### config.mk
export PLATFORM = sky130hd
export DESIGN_NAME = uart_tx_queue_flat
export DESIGN_NICKNAME = d
export VERILOG_FILES = /design/src/rtl/uart_tx_queue_if.sv /design/src/rtl/uart_tx_queue.sv /design/src/flat_wrapper.sv
export SDC_FILE = /design/constraint.sdc
export NUM_CORES = 1
export LEC_CHECK = 0
export CELL_PAD_IN_SITES_DETAIL_PLACEMENT = 0
export CELL_PAD_IN_SITES_GLOBAL_PLACEMENT = 2
export CORE_MARGIN = 2
export CORE_UTILIZATION = 49
export DETAILED_ROUTE_END_ITERATION = 16
export PLACE_DENSITY = 0.82
export REMOVE_ABC_BUFFERS = 1
export SLEW_MARGIN = 20
export SYNTH_ARGS = -nofsm -noshare
export SYNTH_HDL_FRONTEND = slang
export SYNTH_SLANG_ARGS = --single-unit
### constraint.sdc
create_clock -name UART_CLK -period 8.05 [get_ports UART_CLK]
set_input_delay 1.2075 -clock UART_CLK [delete_from_list [all_inputs] [get_ports UART_CLK]]
set_output_delay 1.2075 -clock UART_CLK [all_outputs]
set_load 0.1 [all_outputs]
### src/rtl/uart_tx_queue_if.sv
// Store-path / transmitter-side signal bundle for uart_tx_queue.
// The flush strobe exists only when UART_TXQ_FLUSH_EN is defined.
interface uart_tx_queue_if #(
   parameter int unsigned DEPTH = 16
);
   logic                   wr_en;
   logic [7:0]             wr_data;
   logic                   clr_overflow;
`ifdef UART_TXQ_FLUSH_EN
   logic                   flush;
`endif
   logic                   tx_start;
   logic [7:0]             tx_data;
   logic                   full;
   logic                   empty;
   logic [$clog2(DEPTH):0] count;
   logic                   busy;
   logic                   overflow;

   modport master (
`ifdef UART_TXQ_FLUSH_EN
      output flush,
`endif
      output wr_en, wr_data, clr_overflow,
      input  tx_start, tx_data, full, empty, count, busy, overflow
   );

   modport slave (
`ifdef UART_TXQ_FLUSH_EN
      input  flush,
`endif
      input  wr_en, wr_data, clr_overflow,
      output tx_start, tx_data, full, empty, count, busy, overflow
   );
endinterface

### src/rtl/uart_tx_queue.sv
// Byte FIFO ahead of the UART transmitter; launches are paced by a frame timer.
// UART_TXQ_FLUSH_EN adds a synchronous queue flush input.
module uart_tx_queue #(
   parameter int unsigned DEPTH        = 16,
   parameter int unsigned FRAME_CYCLES = 10
) (
   input  logic           UART_CLK,
   input  logic           reset,
   uart_tx_queue_if.slave bus
);
   localparam int unsigned PtrW   = $clog2(DEPTH);
   localparam int unsigned CntW   = PtrW + 1;
   localparam int unsigned TimerW = $clog2(FRAME_CYCLES);
   // IDLE spends one cycle before the next launch, so WAIT lasts FRAME_CYCLES-1 cycles.
   localparam logic [TimerW-1:0] TimerLoad = TimerW'(FRAME_CYCLES - 2);

   typedef enum logic [0:0] {StIdle, StWait} state_e;

   state_e            state_q, state_d;
   logic [7:0]        mem_q [DEPTH];
   logic [PtrW-1:0]   wr_ptr_q, wr_ptr_d;
   logic [PtrW-1:0]   rd_ptr_q, rd_ptr_d;
   logic [CntW-1:0]   count_q, count_d;
   logic [TimerW-1:0] timer_q, timer_d;
   logic              tx_start_q, tx_start_d;
   logic [7:0]        tx_data_q, tx_data_d;
   logic              overflow_q, overflow_d;
   logic              full, empty, push, pop, drop, flush_req;

`ifdef UART_TXQ_FLUSH_EN
   assign flush_req = bus.flush;
`else
   assign flush_req = 1'b0;
`endif

   assign full  = (count_q == CntW'(DEPTH));
   assign empty = (count_q == '0);
   // A flush outranks a same-cycle write, which is then neither stored nor counted as dropped.
   assign push  = bus.wr_en && !full && !flush_req;
   assign drop  = bus.wr_en && full && !flush_req;

   always_comb begin
      state_d = state_q;
      timer_d = timer_q;
      pop     = 1'b0;
      unique case (state_q)
         StIdle: begin
            if (!empty && !flush_req) begin
               pop     = 1'b1;
               timer_d = TimerLoad;
               state_d = StWait;
            end
         end
         StWait: begin
            if (timer_q == '0) begin
               state_d = StIdle;
            end else begin
               timer_d = timer_q - TimerW'(1);
            end
         end
         default: state_d = StIdle;
      endcase
   end

   always_comb begin
      wr_ptr_d   = wr_ptr_q;
      rd_ptr_d   = rd_ptr_q;
      count_d    = count_q;
      tx_start_d = pop;
      tx_data_d  = pop ? mem_q[rd_ptr_q] : tx_data_q;
      overflow_d = drop | (overflow_q & ~bus.clr_overflow);
      if (flush_req) begin
         wr_ptr_d = '0;
         rd_ptr_d = '0;
         count_d  = '0;
      end else begin
         if (push) wr_ptr_d = wr_ptr_q + PtrW'(1);
         if (pop)  rd_ptr_d = rd_ptr_q + PtrW'(1);
         case ({push, pop})
            2'b10:   count_d = count_q + CntW'(1);
            2'b01:   count_d = count_q - CntW'(1);
            default: count_d = count_q;
         endcase
      end
   end

   always_ff @(posedge UART_CLK or posedge reset) begin
      if (reset) begin
         state_q    <= StIdle;
         timer_q    <= '0;
         wr_ptr_q   <= '0;
         rd_ptr_q   <= '0;
         count_q    <= '0;
         tx_start_q <= 1'b0;
         tx_data_q  <= 8'h00;
         overflow_q <= 1'b0;
      end else begin
         state_q    <= state_d;
         timer_q    <= timer_d;
         wr_ptr_q   <= wr_ptr_d;
         rd_ptr_q   <= rd_ptr_d;
         count_q    <= count_d;
         tx_start_q <= tx_start_d;
         tx_data_q  <= tx_data_d;
         overflow_q <= overflow_d;
      end
   end

   // Storage needs no reset; occupancy alone decides which entries are valid.
   always_ff @(posedge UART_CLK) begin
      if (push) mem_q[wr_ptr_q] <= bus.wr_data;
   end

   assign bus.tx_start = tx_start_q;
   assign bus.tx_data  = tx_data_q;
   assign bus.full     = full;
   assign bus.empty    = empty;
   assign bus.count    = count_q;
   assign bus.busy     = (state_q == StWait);
   assign bus.overflow = overflow_q;
endmodule
### src/flat_wrapper.sv
// flat-port wrapper written by rule: the top's interface ports become plain ports
module uart_tx_queue_flat 
#(
   parameter int unsigned DEPTH        = 16,
   parameter int unsigned FRAME_CYCLES = 10
)
  (UART_CLK, reset, bus_wr_en, bus_wr_data, bus_clr_overflow, bus_tx_start, bus_tx_data, bus_full, bus_empty, bus_count, bus_busy, bus_overflow);
  uart_tx_queue_if #(.DEPTH(DEPTH)) bus_i ();
  input  logic UART_CLK;
  input  logic reset;
  input wire logic [$bits(bus_i.wr_en)-1:0] bus_wr_en;
  input wire logic [$bits(bus_i.wr_data)-1:0] bus_wr_data;
  input wire logic [$bits(bus_i.clr_overflow)-1:0] bus_clr_overflow;
  output wire logic [$bits(bus_i.tx_start)-1:0] bus_tx_start;
  output wire logic [$bits(bus_i.tx_data)-1:0] bus_tx_data;
  output wire logic [$bits(bus_i.full)-1:0] bus_full;
  output wire logic [$bits(bus_i.empty)-1:0] bus_empty;
  output wire logic [$bits(bus_i.count)-1:0] bus_count;
  output wire logic [$bits(bus_i.busy)-1:0] bus_busy;
  output wire logic [$bits(bus_i.overflow)-1:0] bus_overflow;
  assign bus_i.wr_en = bus_wr_en;
  assign bus_i.wr_data = bus_wr_data;
  assign bus_i.clr_overflow = bus_clr_overflow;
  assign bus_tx_start = bus_i.tx_start;
  assign bus_tx_data = bus_i.tx_data;
  assign bus_full = bus_i.full;
  assign bus_empty = bus_i.empty;
  assign bus_count = bus_i.count;
  assign bus_busy = bus_i.busy;
  assign bus_overflow = bus_i.overflow;
  uart_tx_queue #(.DEPTH(DEPTH), .FRAME_CYCLES(FRAME_CYCLES)) u_core (.UART_CLK(UART_CLK), .reset(reset), .bus(bus_i));
endmodule
# After elaboration in Yosys (flattened, before gate mapping)

Memories as Yosys holds them, arrays and structs flattened. A register that Yosys moved wholly into a read port is not among the register bits.
Index checks and enable logic that the tools add are counted.

Bitwise gates (word level): 4
Reductions and logical operators: 7
$add $sub $neg: 5
Equality and inequality tests: 5
Multiplexer cells: 10

Operators with widths:

| cell                                                                | number |
|---|---|
| 5-bit one-hot mux with 2 select lines                               | 1 |
| 4-bit by 1-bit adder with 4-bit output (second input constant)      | 2 |
| 4-bit two-way mux                                                   | 2 |
| 4-bit one-hot mux with 2 select lines                               | 1 |
| 5-bit by 1-bit adder with 5-bit output (second input constant)      | 1 |
| 5-bit == test (second input constant)                               | 1 |
| 5-bit logical NOT                                                   | 1 |
| 1-bit two-way mux                                                   | 5 |
| 5-bit by 1-bit subtractor with 5-bit output (second input constant) | 1 |
| 4-bit logical NOT                                                   | 1 |
| 2-bit inequality test (second input constant)                       | 2 |
| 4-bit by 1-bit subtractor with 4-bit output (second input constant) | 1 |
| 2-bit by 1-bit == test with 1-bit output (second input constant)    | 1 |
| 2-bit == test (second input constant)                               | 1 |
| 1-bit logical AND                                                   | 2 |
| 1-bit NOT                                                           | 2 |
| 1-bit one-hot mux with 2 select lines                               | 1 |
| 2-bit AND reduction                                                 | 1 |
| 2-bit nonzero test                                                  | 1 |
| 1-bit bitwise AND                                                   | 1 |
| 1-bit logical NOT                                                   | 1 |
| 1-bit OR                                                            | 1 |

Input port bits: 12
Word-level logic and storage cells: 39
Memories kept: 1
Flip-flop bits (word level): 20
RAM bits: 128
Output and inout bits: 18

Memory list:

| name         | depth | bits a word | rd ports | clocked after memory_dff | write ports | line                | text |
|---|---|---|---|---|---|---|---|
| u_core.mem_q | 16    | 8           | 1        | 1                        | 1           | uart_tx_queue.sv:20 | `logic [7:0] mem_q [DEPTH];` |

# Logic depth before layout (Yosys ltp)

Gate-level depths: netlist (run 1).

Depth in word-level cells: 5
Depth in mapped cells: 13
Depth with buffers taken out: 10

# Worst setup path before layout (run 1)

OpenSTA, ideal clock, no wires.

Kind: register -> output
Start: reg u_core.count_q[1], in the netlist u_core.bus.count[1]
End: out bus_full
Required time: 6.843 ns
Arrival time: 2.876 ns
Path buffers: 1
Stages on the path, launching flop included: 4
Slack: 3.967 ns
Cell sequence: dfrtp_1 > buf_6 > or4_4 > nor2_1

Cells in the longest elaborated chain, start to end: 1

RTL lines:

| item                     | line                 | text |
|---|---|---|
| start: declaration       | uart_tx_queue.sv:23  | `logic [CntW-1:0] count_q, count_d;` |
| start signal: assignment | uart_tx_queue.sv:102 | `count_q <= count_d;` |
| 5-bit == test            | uart_tx_queue.sv:36  | `assign full = (count_q == CntW'(DEPTH));` |
| end: declaration         | flat_wrapper.sv:16   | `output wire logic [$bits(bus_i.full)-1:0] bus_full;` |

Every way passes these cells.

# Final worst setup path (run 1)

Start: reg u_core.count_q[0], in the netlist u_core.bus.count[0]
End: out bus_full

The elaborated chain is that of the path after synthesis.

==> run_results.csv, run 1 <==
group,metric,value,unit
outcome,status,"completed",
clocking,cts_tree,"done",
setup_path,cp-start-kind,"flip-flop",
setup_path,worstSetupPathType,"flip-flop to output port",
logic_synthesis,postSynthCellCount,341,
place,port_buffers,29,
place,hpwl,7.21,mm
logic_synthesis,synth_warnings,0,
logic_synthesis,synth_top_cell_by_area,"edfxtp_1",
timing,rsz0062_at_grt,"no",
power,power.density,401,nW/um2
die,pin_count,30,
power,clkPwrFrac,26.4,%
power,leakage,0.00244,uW
power,power,2910,uW
setup_path,r2r_cells,10,
global_routing,met2_usage,29.4,%
logic_synthesis,synthArstFlopShare,17.9,%
detailed_routing,post-route-drc-count,0,
setup_path,crit_chain,"or4_4, nor2_1, clkdlybuf4s50_1",
global_routing,grt_max_degree,35,
logic_synthesis,yosysTopAreaCellShare,61.4,%
worst_hold_path,hp-class,"flip-flop to flip-flop",
die,dieArea,13700,um2
logic_synthesis,synth_ff_type,"edfxtp_1",
flow_run,max_cap_viol_count,0,
power,combPwrFrac,34.2,%
logic_synthesis,netlist-cell-type-count,40,
setup_path,r2r_start,"u_core.bus.count[0]",
power,seqPwrFrac,39.5,%
die,start_util,49.8,%
die,die_x,117,um
logic_synthesis,ys_ff_latch,156,
worst_hold_path,hold_path_depth,1,
global_routing,grt_pass1_wl,18.0,mm
global_routing,met1_usage,26.4,%
place,place_congestion,0.784,
setup_path,path_delay_family,"buffers and inverters",
finish,multi_input_area,1590,um2
global_routing,grt-ovfl-total,0,
global_routing,top_usage_layer,"met2",
timing,finalCriticalPeriod,4.02,ns
finish,nets,394,
worst_hold_path,min-delay-start,"u_core.bus.overflow",
global_routing,grt_pass1_vias,3078,
power,swShare,36.8,%
timing,fmax,249,MHz
die,rows,41,
clocking,insertion_delay,0.42,ns
clocking,cts.htree.levels,4,
place,dp_slack,4.12,ns
power,cellInternalPower,1840,uW
finish,seqCellArea,4550,um2
detailed_routing,postRouteAntennaNets,0,
finish,final_cells,558,
clocking,cts_num_sinks,156,
logic_synthesis,avgSynthCellArea,18.3,um2
clocking,clk_pin_slew,0.06,ns
detailed_routing,dr_total_vias,3100,
logic_synthesis,synth_edf_count,128,
setup_path,critPathSlowestCell,"clkdlybuf4s50_1",
detailed_routing,wl,11.7,mm
power,switchingPower,1070,uW
setup_path,slowest_delay,1.15,ns
setup_path,crit_path_start,"u_core.bus.count[0]",
setup_path,worstPathArrival,2.81,ns
logic_synthesis,yosys-top-cells-area,"edfxtp_1 (61%), mux4_2 (12%), dfrtp_1 (11%)",
detailed_routing,dr.pass1.iters,5,
timing,period_share,49.9,%
setup_path,reg2reg_to,"u_core.bus.count[4]",
power,ir_drop,133,uV
clocking,cts.path.max_buffers,2,
die,die_h,117,um
setup_path,crit_buf_inv,1,
global_routing,antenna_found_initial,0,
timing,fin_skew,0.0107,ns
setup_path,cp_max_fo,7,
timing,hold_viol_final,0,
timing,setup_ws,4.03,ns
logic_synthesis,syn_area,6260,um2
finish,n_antenna_cell,0,
setup_path,crit_required,6.84,ns
setup_path,ff2ff_setup_slack,5.08,ns
detailed_routing,drtIter0Drc,220,
setup_path,crit_path_end_kind,"output port",
finish,area_growth,16.2,%
timing,timing.setup.tns,0,ns
clocking,cts_hold_buf,0,
logic_synthesis,yosysMostFrequentCell,"edfxtp_1",
logic_synthesis,yosysSeqAreaShare,72.6,%
worst_hold_path,min_to,"u_core.bus.overflow",
global_routing,grt_usage,19.3,%
finish,drive_above_1_share,21.5,%
clocking,cts_buffers,17,
clocking,cts-root-buf,"clkbuf_16",
die,core-area,12600,um2
timing,drv_slew,0,
timing,slew_headroom,33.9,%
timing,final-setup-viol-count,0,
detailed_routing,viasPerCell,5.56,
detailed_routing,wire_per_inst,21.0,um
global_routing,use_met3,5.66,%
timing,worstMarginPinSlew,0.988,ns
place,dp_cells,526,
clocking,post_cts_resized,0,
finish,fill_cells,947,
logic_synthesis,synth.cells.most_frequent,"edfxtp_1 (128), mux4_2 (32), dfrtp_1 (28)",
clocking,cts_setup_buffers,0,
how the worst max path moves through the flow:
| stage | end | slack, ns | depth (start not counted) |
|---|---|---|---|
| 2_1_floorplan | bus_full | 4.04 | 2 |
| 3_3_place_gp | u_core.mem_q[2][1] | 4.10 | 4 |
| 3_5_place_dp | u_core.mem_q[3][6] | 4.12 | 4 |
| 4_1_cts | bus_full | 4.01 | 3 |
| 5_1_grt | bus_full | 3.96 | 3 |
| 6_report | bus_full | 4.03 | 3 |
through the flow:
stage	util, %	hold slack [ns]	area, um2
3_3_place_gp	53.2	0.493	6680
6_report	57.9	0.507	7270
4_1_cts	57.8	0.518	7260
3_5_place_dp	53.2	0.504	6690
2_1_floorplan	-	0.476	6160
5_1_grt	57.9	0.549	7270
kinds of logic after synthesis:
logic type,Yosys count,share of synthesized area (%)
XOR/XNOR,13,1.82
flip-flops,156,72.6
adder cells (fa/ha/maj),9,1.80
multiplexers,41,13.1
buffers and inverters,29,2.26
AND/OR/NAND/NOR,50,3.96
AO/OA/AOI/OAI,43,4.40
layout by cell type (no fill, tap or decap), types with 4 or more instances in the layout:
cell type,netlist,final
a21oi_1,10,10
clkbuf_16,0,17
clkdlybuf4s50_1,0,29
dfrtp_1,28,26
edfxtp_1,128,128
ha_1,9,9
inv_1,10,10
mux2_2,9,9
mux4_2,32,32
nand2_1,11,11
nor2_1,16,16
nor3_2,0,4
o21ai_0,6,6
o22ai_1,17,17
xnor2_1,8,8
xor2_1,5,5
cell type report:
type	instances	area share (%)
Clock buffer	19	5.95
Timing Repair Buffer	31	4.20
Tap cell	172	2.96
Multi-Input combinational cell	156	21.9
Inverter	11	0.568
Sequential cell	156	62.5
Clock inverter	13	1.93
state kept, by name (all words and copies together) (netlist names):
| register | cells |
|---|---|
| u_core.timer_q | 4 |
| u_core.wr_ptr_q | 4 |
| u_core.bus.busy | 1 |
| u_core.bus.overflow | 1 |
| u_core.bus.tx_start | 1 |
| u_core.bus.count | 5 |
| u_core.rd_ptr_q | 4 |
| u_core.bus.tx_data | 8 |
| u_core.mem_q | 128 |
power by group through the flow:
stage	Combinational, uW	Clock [uW]	Sequential (uW)
floorplan	465	0	1420
global placement	995	0	1160
detailed placement	1000	0	1170
CTS	1010	784	1150
global route	1070	821	1170
finish	995	769	1150
worst register-to-register path, delay by kind of cell (launching register included):
kind | cells | cell delay [ns]
AND/OR/NAND/NOR | 2 | 0.78
AO/OA/AOI/OAI | 3 | 0.49
XOR/XNOR | 2 | 0.31
flip-flops | 1 | 0.47
adder cells (fa/ha/maj) | 2 | 0.59
buffers and inverters | 1 | 0.23
layer usage:
layer | vias to the layer above | share of wire [%]
li1 | 1413 | -
met1 | 1579 | 44
met2 | 93 | 48
met3 | 15 | 5.9
met4 | 0 | 1.9
met5 | - | 0
Power figures use the tool's default switching activity.
==> inputs of run 2 (changes only) <==
- CORE_UTILIZATION: 49 -> 41
- PLACE_DENSITY: 0.82 -> 0.73
- clock period: 8.05 -> 3.6 ns (I/O delays scaled with it)
==> run 2 against run 1 <==
Effect of this change:
- critical endpoint is now u_core.bus.count[4]
- count of clock-buffer cells in the layout increased by 9
- non-clock buffer count rose by 19
- critical path type is now flip-flop to flip-flop
- die area rose by 19%
==> run_results.csv, run 2 (synthesized netlist as in run 1, its figures left out) <==
group,metric,value,unit
finish,fill_cells,1233,
clocking,cts_buffers,17,
timing,period_share,82.6,%
global_routing,use_met3,4.19,%
die,pin_count,30,
die,dieArea,16300,um2
finish,drive_above_1_share,24.0,%
global_routing,met2_usage,26.0,%
setup_path,worstPathArrival,3.28,ns
setup_path,crit_path_end_kind,"flip-flop",
global_routing,grt_pass1_wl,19.5,mm
detailed_routing,post-route-drc-count,0,
power,ir_drop,353,uV
power,power.density,883,nW/um2
setup_path,crit_chain,"or4_4, o21ai_4, inv_2, ha_1, xor2_1, ha_1, and3b_1, o21ai_0, a31oi_1, xnor2_1",
timing,worstMarginPinSlew,0.971,ns
finish,final_cell_mix,"edfxtp_1 (128), mux4_2 (32), clkdlybuf4s50_1 (27), dfrtp_1 (27), buf_4 (22)",
timing,final-setup-viol-count,0,
clocking,clk_pin_slew,0.06,ns
finish,layout_commonest_cell,"edfxtp_1",
detailed_routing,wl,12.6,mm
timing,drv_slew,0,
global_routing,met1_usage,23.1,%
detailed_routing,wire_per_inst,21.3,um
flow_run,max_cap_viol_count,0,
finish,n_antenna_cell,0,
timing,hold_viol_final,0,
finish,multi_input_area,1570,um2
global_routing,grt_max_degree,34,
place,hpwl,7.76,mm
clocking,cts_hold_buf,0,
timing,fmax,336,MHz
detailed_routing,dr_total_vias,3190,
finish,top_register,"u_core.mem_q",
timing,slew_headroom,35.1,%
die,rows,45,
detailed_routing,dr.pass1.iters,4,
setup_path,critPathSlowestCell,"or4_4",
finish,area_growth,18.5,%
finish,nets,413,
setup_path,worstSetupPathType,"flip-flop to flip-flop",
die,die_h,128,um
die,die_x,128,um
setup_path,cp-start-kind,"flip-flop",
timing,finalCriticalPeriod,2.97,ns
global_routing,grt-ovfl-total,0,
worst_hold_path,hp-class,"flip-flop to flip-flop",
global_routing,grt_usage,16.8,%
outcome,status,"completed",
timing,fin_skew,0.00654,ns
detailed_routing,viasPerCell,5.38,
setup_path,crit_required,3.91,ns
finish,largest_reg_flops,128,
timing,rsz0062_at_grt,"no",
clocking,cts_setup_buffers,0,
finish,seqCellArea,4550,um2
clocking,insertion_delay,0.42,ns
place,place_congestion,0.750,
clocking,post_cts_resized,0,
setup_path,crit_top_cell,"ha_1",
place,port_buffers,29,
clocking,cts_num_sinks,156,
detailed_routing,postRouteAntennaNets,0,
power,leakage,0.00255,uW
clocking,cts.htree.levels,4,
finish,final_util,49.3,%
setup_path,cp_max_fo,23,
clocking,cts_tree,"done",
clocking,cts-root-buf,"clkbuf_16",
setup_path,slowest_delay,0.62,ns
global_routing,grt_pass1_vias,3180,
timing,timing.setup.tns,0,ns
die,start_util,41.6,%
clocking,cts.path.max_buffers,2,
global_routing,top_usage_layer,"met2",
die,core-area,15000,um2
detailed_routing,drtIter0Drc,175,
global_routing,antenna_found_initial,0,
[run 2: cell types whose count changed in the layout (fill, tap and decap cells not counted), moves of 3 or more]
cell      change
buf_4        +20
clkbuf_8      +3
nor3_1        +4
clkinv_4      -3
clkbuf_1      +4
nor3_2        -4
[run 2: critical path, delay by kind of cell, from the launching register on]
kind / cells / cell delay, ns
xor gates and xnor gates: 2 / 0.31
DFF: 1 / 0.47
buffers and inverters: 1 / 0.22
AOI/OAI and AO/OA: 3 / 0.49
and+or+nand+nor: 2 / 0.78
adders and majority gates: 2 / 0.59
[run 2: path summary, 6_finish.rpt]
check / start / to / slack [ns] / depth (start not counted)
max: u_core.bus.count[0] / u_core.bus.count[4] / 0.63 / 10
min: u_core.bus.overflow / u_core.bus.overflow / 0.51 / 1
min reg2reg: u_core.bus.overflow / u_core.bus.overflow / 0.51 / 1
min in group asynchronous: reset / u_core.bus.busy / 0.53 / 2
max reg2reg: u_core.bus.count[0] / u_core.bus.count[4] / 0.63 / 10
max in group asynchronous: reset / u_core.bus.tx_data[0] / 2.43 / 3
[run 2: final cells by class]
class                   instances  share of cell area, %
well taps                     188                   3.17
clock buffers                  28                   7.27
clock inverters                 4                  0.371
inverters                      11                  0.557
flip-flops and latches        156                   61.3
multi-input cells             156                   21.2
repair buffers                 50                   6.14
[run 2: stage by stage]
| stage | power (uW) | worst slack [ns] | instance area, um2 | hold slack (ns) | cells |
|---|---|---|---|---|---|
| after floorplan | 4220 | 0.254 | 6160 | 0.476 | 323 |
| after global placement | 4890 | 0.662 | 6850 | 0.492 | 561 |
| after detailed placement | 4910 | 0.636 | 6850 | 0.506 | 561 |
| after CTS | 6620 | 0.619 | 7420 | 0.520 | 593 |
| after global routing | 6880 | 0.378 | 7420 | 0.544 | 593 |
| final | 6550 | 0.627 | 7420 | 0.512 | 593 |
[run 2: power breakdown]
group          switching [uW]  internal, uW  leakage [uW]  total [uW]
sequential                311          2260       0.00148        2570
clock                     672          1020      0.000276        1690
combinational            1410           878      0.000793        2280
[run 2: layer usage]
layer,share of wire (%),vias to the layer above,wire length (um)
li1,-,1448,-
met1,47,1659,5900
met2,48,62,6040
met3,3.5,21,439
met4,2.1,0,267
met5,0,-,0
==> inputs of run 3 (changes only) <==
- CORE_UTILIZATION: 41 -> 46
- PLACE_DENSITY: 0.73 -> 0.78
- clock period: 3.6 -> 2.9 ns (I/O delays scaled with it)
==> run 3 against run 2 <==
Effect of this change:
- clock skew increased by 0.00065 ns
- non-clock buffer count increased by 6
- highest routed layer unchanged
- largest cell class unchanged
- flip-flop and latch count did not move
==> run_results.csv, run 3 (synthesized netlist as in run 1, its figures left out) <==
group,metric,value,unit
outcome,status,"completed",
setup_path,worstPathArrival,2.83,ns
detailed_routing,dr_total_vias,3131,
timing,timing.setup.tns,0,ns
clocking,cts.path.max_buffers,2,
timing,finalCriticalPeriod,2.53,ns
clocking,cts-root-buf,"clkbuf_16",
die,die_h,121,um
die,rows,42,
power,power.density,1100,nW/um2
detailed_routing,wl,11.4,mm
timing,drv_slew,0,
global_routing,antenna_found_initial,0,
die,core-area,13200,um2
power,leakage,0.00259,uW
place,hpwl,7.60,mm
finish,drive_above_1_share,29.1,%
timing,period_share,87.3,%
finish,nets,419,
finish,layout_commonest_cell,"edfxtp_1",
timing,slew_headroom,53.5,%
clocking,cts.htree.levels,4,
clocking,cts_hold_buf,0,
detailed_routing,postRouteAntennaNets,0,
timing,fin_skew,0.00720,ns
global_routing,grt_pass1_wl,18.3,mm
place,port_buffers,29,
die,pin_count,30,
global_routing,grt_max_degree,34,
worst_hold_path,hp-class,"input pin to async pin",
finish,area_growth,18.3,%
timing,hold_viol_final,0,
global_routing,grt_pass1_vias,3251,
setup_path,crit_path_end_kind,"flip-flop",
global_routing,grt-ovfl-total,0,
detailed_routing,drtIter0Drc,190,
detailed_routing,post-route-drc-count,0,
finish,fill_cells,1031,
detailed_routing,wire_per_inst,19.6,um
clocking,insertion_delay,0.41,ns
setup_path,worstSetupPathType,"flip-flop to flip-flop",
clocking,cts_setup_buffers,0,
clocking,cts_num_sinks,156,
clocking,cts_buffers,17,
finish,largest_reg_flops,128,
finish,top_register,"u_core.mem_q",
power,ir_drop,495,uV
clocking,clk_pin_slew,0.06,ns
flow_run,max_cap_viol_count,0,
timing,rsz0062_at_grt,"no",
setup_path,cp_max_fo,9,
die,start_util,47.3,%
clocking,post_cts_resized,0,
clocking,cts_tree,"done",
detailed_routing,viasPerCell,5.35,
finish,n_antenna_cell,0,
setup_path,ff2ff_setup_slack,0.37,ns
die,dieArea,14600,um2
place,dp_slack,0.289,ns
timing,worstMarginPinSlew,0.697,ns
setup_path,crit_required,3.20,ns
timing,setup_ws,0.368,ns
timing,fmax,395,MHz
timing,final-setup-viol-count,0,
place,place_congestion,0.724,
finish,final_cell_mix,"edfxtp_1 (128), buf_4 (45), mux4_2 (32)",
die,die_x,121,um
power,power,8160,uW
finish,final_util,55.9,%
setup_path,cp-start-kind,"flip-flop",
global_routing,grt_usage,17.3,%
detailed_routing,dr.pass1.iters,4,
## run 3: changes by cell type in the layout (fill, tap and decap cells not counted)
cell | before | now
bufinv_16 | 0 | 3
inv_6 | 1 | 2
inv_4 | 1 | 0
clkinvlp_4 | 1 | 0
buf_12 | 1 | 0
clkbuf_16 | 19 | 17
clkbuf_8 | 3 | 0
clkinv_4 | 0 | 2
clkbuf_1 | 6 | 1
clkinv_2 | 1 | 2
clkinv_1 | 0 | 3
buf_4 | 22 | 45
clkdlybuf4s50_1 | 27 | 11
## run 3: final cells by class
type | instances | area (um2) | share of cell area, %
sequential | 156 | 4550 | 61.4
multi-input combinational | 156 | 1570 | 21.2
clock buffer | 18 | 429 | 5.80
inverter | 11 | 41.3 | 0.558
clock inverter | 12 | 146 | 1.98
tap | 176 | 220 | 2.97
timing repair buffer | 56 | 448 | 6.05
## run 3: metal layers
metal,vias up,GRT usage (%),wire (um)
met2,53,27.9,5750
met5,-,0,0
met1,1607,22.8,5120
met3,10,4.86,451
met4,0,6.10,116
li1,1461,-,-
## run 3: worst paths after layout
path,start,endpoint,cells after the start
max,u_core.bus.count[0],u_core.bus.count[2],10
min,reset,u_core.bus.tx_data[7],2
max reg2reg,u_core.bus.count[0],u_core.bus.count[2],10
min reg2reg,u_core.timer_q[0],u_core.timer_q[0],1
max in group asynchronous,reset,u_core.wr_ptr_q[2],3
min in group UART_CLK,u_core.timer_q[0],u_core.timer_q[0],1
## run 3: worst max-delay path, cell delays in order (launching register included)
cell and delay [ns]:
dfrtp_1 0.38, or4_4 0.59, o21ai_4 0.16, inv_2 0.05, ha_1 0.30, xor2_1 0.18, ha_1 0.21, a21oi_1 0.17
xor2_1 0.18, nor2_1 0.07, xor2_1 0.14
## run 3: power breakdown
group / internal (uW) / switching (uW) / leakage [uW] / total (uW)
clock network: 1340 / 824 / 0.000283 / 2160
registers: 2810 / 299 / 0.00148 / 3110
logic: 1090 / 1800 / 0.000830 / 2890
total: 5230 / 2920 / 0.00259 / 8160
## run 3: metrics by stage
step	instances	area (um2)	hold slack, ns
floorplan	323	6160	0.476
global placement	555	6830	0.503
detailed placement	555	6830	0.509
CTS	585	7400	0.441
global route	585	7400	0.510
finish	585	7400	0.435
